<file path="config.mk">
export PLATFORM = sky130hd
export DESIGN_NAME = modulo3_serializer
export DESIGN_NICKNAME = d
export VERILOG_FILES = /design/src/rtl/modulo3_serializer.sv
export SDC_FILE = /design/constraint.sdc
export NUM_CORES = 1
export LEC_CHECK = 0
export CORE_MARGIN = 2
export CORE_UTILIZATION = 45
export CTS_CLUSTER_DIAMETER = 30
export DETAILED_ROUTE_END_ITERATION = 16
export PLACE_DENSITY = 0.74
export SLEW_MARGIN = 20
export SYNTH_ARGS = -nofsm -noshare
export SYNTH_HDL_FRONTEND = slang
export SYNTH_SLANG_ARGS = --single-unit
</file>
<file path="constraint.sdc">
create_clock -name clk -period 1.59 [get_ports clk]
set_clock_uncertainty 0.2 [all_clocks]
set_input_delay 0.477 -clock clk [delete_from_list [all_inputs] [get_ports clk]]
set_output_delay 0.477 -clock clk [all_outputs]
set_load 0.03 [all_outputs]
</file>
<file path="src/rtl/modulo3_serializer.sv">
// rtl/modulo3_serializer.sv - parallel word to MSB-first serial stream with running mod-3 remainder
module modulo3_serializer #(
    parameter int WIDTH = 8
) (
    input  logic             clk,
    input  logic             rst_n,
    input  logic [WIDTH-1:0] in_data,
    input  logic             in_valid,
    output logic             in_ready,
    output logic             ser_bit,
    output logic             ser_valid,
    output logic             ser_first,
    output logic             ser_last,
    input  logic             ser_ready,
    output logic [1:0]       rem_out,
    output logic             rem_valid,
    output logic             divisible
);

    localparam int CW = $clog2(WIDTH);
    localparam logic [CW-1:0] LAST_IDX = CW'(WIDTH - 1);

    typedef enum logic {
        S_IDLE  = 1'b0,
        S_SHIFT = 1'b1
    } state_t;

    state_t           r_state;
    state_t           w_state_next;
    logic [WIDTH-1:0] r_shift;
    logic [CW-1:0]    r_cnt;
    logic [1:0]       r_rem;
    logic [1:0]       r_rem_out;
    logic             r_rem_valid;

    logic             w_accept;
    logic             w_xfer;
    logic             w_cnt_zero;
    logic [1:0]       w_rem_next;

    always_comb begin
        w_state_next = r_state;
        w_accept     = 1'b0;
        w_xfer       = 1'b0;
        w_cnt_zero   = (r_cnt == '0);
        case (r_state)
            S_IDLE: begin
                w_accept = in_valid;
                if (in_valid) begin
                    w_state_next = S_SHIFT;
                end
            end
            S_SHIFT: begin
                w_xfer = ser_ready;
                if (ser_ready && w_cnt_zero) begin
                    w_state_next = S_IDLE;
                end
            end
            default: w_state_next = S_IDLE;
        endcase
    end

    // (2r + b) mod 3 as a lookup on the 2-bit remainder so no wider sum is ever formed
    always_comb begin
        w_rem_next = 2'd0;
        case (r_rem)
            2'd0:    w_rem_next = r_shift[WIDTH-1] ? 2'd1 : 2'd0;
            2'd1:    w_rem_next = r_shift[WIDTH-1] ? 2'd0 : 2'd2;
            default: w_rem_next = r_shift[WIDTH-1] ? 2'd2 : 2'd1;
        endcase
    end

    always_ff @(posedge clk) begin
        if (!rst_n) begin
            r_state     <= S_IDLE;
            r_shift     <= '0;
            r_cnt       <= '0;
            r_rem       <= 2'd0;
            r_rem_out   <= 2'd0;
            r_rem_valid <= 1'b0;
        end else begin
            r_state     <= w_state_next;
            r_rem_valid <= 1'b0;
            if (w_accept) begin
                r_shift <= in_data;
                r_cnt   <= LAST_IDX;
                r_rem   <= 2'd0;
            end else if (w_xfer) begin
                r_shift <= {r_shift[WIDTH-2:0], 1'b0};
                r_cnt   <= r_cnt - CW'(1);
                r_rem   <= w_rem_next;
                if (w_cnt_zero) begin
                    r_rem_out   <= w_rem_next;
                    r_rem_valid <= 1'b1;
                end
            end
        end
    end

    assign in_ready  = (r_state == S_IDLE);
    assign ser_valid = (r_state == S_SHIFT);
    assign ser_bit   = ser_valid & r_shift[WIDTH-1];
    assign ser_first = ser_valid && (r_cnt == LAST_IDX);
    assign ser_last  = ser_valid && w_cnt_zero;
    assign rem_out   = r_rem_out;
    assign rem_valid = r_rem_valid;
    assign divisible = (r_rem_out == 2'd0);

endmodule

</file>
; After elaboration in Yosys (flattened, before gate mapping)
; Cells that the tools add are included.
[op_classes]
add_sub_neg = 1
mul = 0
div = 0
n_lt_le_gt_ge = 0
n_eq_ne = 2
shifts = 0
n_mux = 14
bitwise_logic = 5
reduce_logical = 10
[ops]
columns = cell, count
row1 = two-way mux 8 bit, 2
row2 = two-way mux 1 bit, 6
row3 = two-way mux 3 bit, 2
row4 = zero test 2 bit, 2
row5 = two-way mux 2 bit, 2
row6 = inverter 1 bit, 4
row7 = case mux 2 bit (2 select lines), 1
row8 = == test 3 bit (second input constant), 1
row9 = logical AND 1 bit, 3
row10 = zero test 3 bit, 1
row11 = AND reduction 3 bit, 1
row12 = OR reduction 3 bit, 1
row13 = subtractor 3 x 1 -> 3 bit (second input constant), 1
row14 = == test 2 x 1 -> 1 bit (second input constant), 1
row15 = case mux 1 bit (2 select lines), 1
row16 = nonzero test 2 bit, 1
row17 = OR reduction 2 bit, 1
row18 = bitwise AND 1 bit, 1
[word_totals]
regBits = 17
latchBits = 0
mem_bits_rw = 0
romBits = 0
input_bits = 12
out_inout_bits = 9
word_cells = 38
n_memories = 0

; Logic depth before layout (Yosys ltp)
[depth]
word_depth = 4
depth_mapped = 6
ltp_nobuf = 5

; Worst setup path before layout
; OpenSTA, ideal clock, no wires.
[synth_path]
path_kind = reg-to-output
start = register r_state, in the netlist ser_valid
end = output port ser_bit
t_arrival_ns = 1.265
t_required_ns = 0.913
path_slack_ns = -0.352
path_stages_with_launch = 4
path_buffers = 1
cell_sequence = dfxtp_1 buf_6 inv_1 nor2_1
[synth_via]
elab_chain_len = 1
[synth_lines]
columns = item, line_no
row1 = "start, declared", 28  ; state_t r_state;
row2 = "start signal, assigned", 82  ; r_state <= w_state_next;
row3 = bitwise AND 1 bit, 102  ; assign ser_bit = ser_valid & r_shift[WIDTH-1];
row4 = "end, declared", 10  ; output logic ser_bit,
; No other way between the ends.

; Final worst setup path
[layout_path]
start = register r_cnt[0]
end = output port ser_first
[layout_via]
elab_chain_len = 2
[layout_lines]
columns = item, line_no
row1 = "start, declared", 31  ; logic [CW-1:0] r_cnt;
row2 = "start signal, assigned", 90  ; r_cnt <= r_cnt - CW'(1);
row3 = == test 3 bit, 103  ; assign ser_first = ser_valid && (r_cnt == LAST_IDX);
row4 = logical AND 1 bit, 103
row5 = "end, declared", 12  ; output logic ser_first,
; No other way between the ends.

==> out/metrics.csv <==
stage,metric,value,unit
hold_path,Hold Path Depth,2,
route,met3 wire len,94,µm
placed_design,Final HPWL DP,1210,µm
clock_network,Max clock buf depth,2,
placed_design,dpl cell area,1060,µm²
critical_path,reg-to-reg endpoint,r_cnt[2]$_SDFFE_PN0P_,
floorplanning,Rows,15,
sta,fin crit share,116,%
critical_path,Critical Path Start Type,flip-flop,
pwr,VDD IR-drop max,0.557,mV
hold_path,HP Class,reg2reg,
sta,Worst-Margin Slew,0.252,ns
synthesis,Yosys warning total,0,
floorplanning,# IOs,21,
clock_network,Num CTS Buffers,3,
hold_path,Hold Path Origin,r_shift[5]$_SDFFE_PN0P_,
cells_and_area,layout net count,141,
sta,fmax,544,MHz
critical_path,critical path arrival,1.16,ns
clock_network,clock slew at reported path FFs,0.10,ns
route,Routed Antenna Nets,0,
pwr,P_leak,0.496,nW
cells_and_area,layout cell share with drive strength beyond 1,38.4,%
route,initial drt markers,6,
synthesis,post-synthesis cell area,781,µm²
route,final wirelength,1780,µm
hold_path,WHS Endpoint,r_shift[5]$_SDFFE_PN0P_,
critical_path,Crit Path Class,reg2out,
critical_path,"reg-to-reg slack, setup",-0.02,ns
global_routing,number of global-route vias before repair,648,
sta,Final Critical Period,1.84,ns
route,WL/cell,12.5,µm
synthesis,register area share after synthesis,43.6,%
cells_and_area,Final Cell Area,1170,µm²
cells_and_area,Syn-to-layout area delta,50.3,%
job,max-cap violation count,0,
synthesis,syn_nets,101,
route,met2 wire length,820,µm
sta,Final Hold Vio Count,0,
route,wl on met1,822,µm
synthesis,syn_area_per_cell,9.08,µm²
floorplanning,Die H,45.7,µm
sta,final setup fails,5,
outcome,failing checks,setup timing,
floorplanning,core area,1670,µm²
critical_path,worst r2r src,r_cnt[1]$_SDFFE_PN0P_,
cells_and_area,final-layout fill cell count,144,
pwr,"Power, Total",975,µW
synthesis,Unique masters post-synth,26,
placed_design,RD Place Congestion,0.726,
critical_path,R2R cell count,7,
global_routing,first-pass GRT wire length,2750,µm
route,via count,740,
synthesis,Post-Synthesis Cells,86,
global_routing,largest net degree at the start of global routing,16,
floorplanning,die width,45.7,µm
clock_network,htree depth,1,
pwr,power density cells,831,nW/µm²
route,drt first pass iters,4,
global_routing,initial antenna violation count,0,
sta,RSZ-0062 raised after global routing,yes,
placed_design,Port Buffers,20,
sta,Pins Over Slew Limit,0,
synthesis,#FFs+latches synth,17,
route,Top Metal Used,met4,
global_routing,grt ovf,0,
clock_network,Root Buffer,clkbuf_4,
clock_network,CTS Hold Bufs,0,
cells_and_area,diode count,0,
critical_path,Crit. End Element,output pin,
clock_network,clk_lat worst skew,0.30,ns
floorplanning,Initial Utilization,46.7,%
clock_network,CTS tree,yes,
outcome,status,"finished, violations left",
critical_path,"Max FO, Critical Path",3,
sta,Setup TNS,-0.588,ns
clock_network,CTS sink cnt,17,
route,drt drc,0,
sta,tightest slew margin relative to the limit,83.1,%
floorplanning,die area,2080,µm²
global_routing,Global Route Usage Sum,19.0,%
route,vias per cell,5.21,
critical_path,data required time of the worst path,0.91,ns
sta,worst setup margin,-0.249,ns
placed_design,dpl ws,-0.306,ns
## critical path, cell delays in order, from the launching register on
cell     delay (ns)
dfxtp_2        0.35
ha_1           0.19
and3_1         0.18
buf_6          0.14
## cell type report
type / instances / area [µm²] / area share (%)
flip-flops and latches: 17 / 349 / 29.7
inverters: 5 / 18.8 / 1.60
clock buffers: 4 / 26.3 / 2.24
multi-input cells: 60 / 417 / 35.5
repair buffers: 39 / 342 / 29.1
well taps: 17 / 21.3 / 1.81
## logic make-up after synthesis
| group | share of synthesized area (%) |
|---|---|
| AO/OA/AOI/OAI | 22.6 |
| adder cells (fa/ha/maj) | 4.81 |
| buffers and inverters | 7.37 |
| flip-flops | 43.6 |
| multiplexers | 3.04 |
| AND/OR/NAND/NOR | 18.6 |
## power by group
part	switching (mW)	internal, mW
clock	0.139	0.0979
sequential	0.0221	0.456
combinational	0.122	0.138
total	0.284	0.692
## cell usage after synthesis, drive strengths merged
| master | n | share of area, % |
|---|---|---|
| dfxtp | 17 | 44 |
| nand2 | 10 | 4.8 |
| a21oi | 8 | 5.1 |
| nor2 | 6 | 2.9 |
| a22oi | 5 | 4.8 |
| a211oi | 4 | 3.8 |
| buf | 4 | 5.0 |
| inv | 4 | 1.9 |
| nor3 | 4 | 2.6 |
| o21ai | 4 | 2.6 |
| ha | 3 | 4.8 |
| a31oi | 2 | 1.6 |
| and2 | 2 | 1.9 |
| mux2i | 2 | 3.0 |
| nor2b | 2 | 1.6 |
| nor3b | 2 | 1.9 |
| a221oi | 1 | 1.9 |
| a311oi | 1 | 1.9 |
| and3 | 1 | 0.80 |
| and4b | 1 | 1.3 |
| clkinv | 1 | 0.48 |
| nand2b | 1 | 0.80 |
| o22ai | 1 | 0.80 |
## timing repair
item / CTS / global route
hold endpoints to repair: 0 / 0
resized for setup: 12 / 6
setup buffers: 2 / 2
setup endpoints to repair: 5 / 13
cloned: 0 / 1
pin swaps: 3 / 3
## metrics by stage
stage	util [%]	instances	hold slack [ns]
after CTS	67.9	139	0.266
final	70.3	142	0.265
after detailed placement	63.3	133	0.251
after global placement	63.3	133	0.248
after floorplan	-	86	0.236
after global routing	70.3	142	0.285
## worst max path at each step
| stage | slack [ns] | startpoint | depth (start not counted) | endpoint |
|---|---|---|---|---|
| 2_1_floorplan | -0.03 | ser_valid$_SDFF_PN0_ | 3 | ser_bit |
| 3_3_place_gp | -0.29 | in_valid | 5 | r_cnt[2]$_SDFFE_PN0P_ |
| 3_5_place_dp | -0.31 | in_valid | 5 | r_cnt[2]$_SDFFE_PN0P_ |
| 4_1_cts | -0.23 | r_cnt[1]$_SDFFE_PN0P_ | 5 | ser_last |
| 5_1_grt | -0.29 | r_cnt[0]$_SDFFE_PN0P_ | 3 | ser_first |
| 6_report | -0.25 | r_cnt[0]$_SDFFE_PN0P_ | 3 | ser_first |
## layer usage
metal,global-route usage (%),vias up
met5,0,-
met4,12.4,0
met3,5.16,5
met2,27.6,22
met1,24.5,331
li1,-,382
## registers in the layout, summed over array words and instances (netlist names)
signal	count
r_shift	8
r_cnt	3
rem_valid	1
ser_valid	1
r_rem	2
rem_out	2
## layout by cell type (no fill, tap or decap), drive strengths merged, types with 3 or more instances in the layout
cell,netlist,final
nor3,4,4
nand2,10,10
a211oi,4,4
a21oi,8,8
ha,3,3
a22oi,5,5
clkbuf,0,4
o21ai,4,4
inv,4,4
buf,4,27
clkdlybuf4s50,0,10
dfxtp,17,17
nor2,6,6
Note: power is estimated with default switching activity, not from simulation.
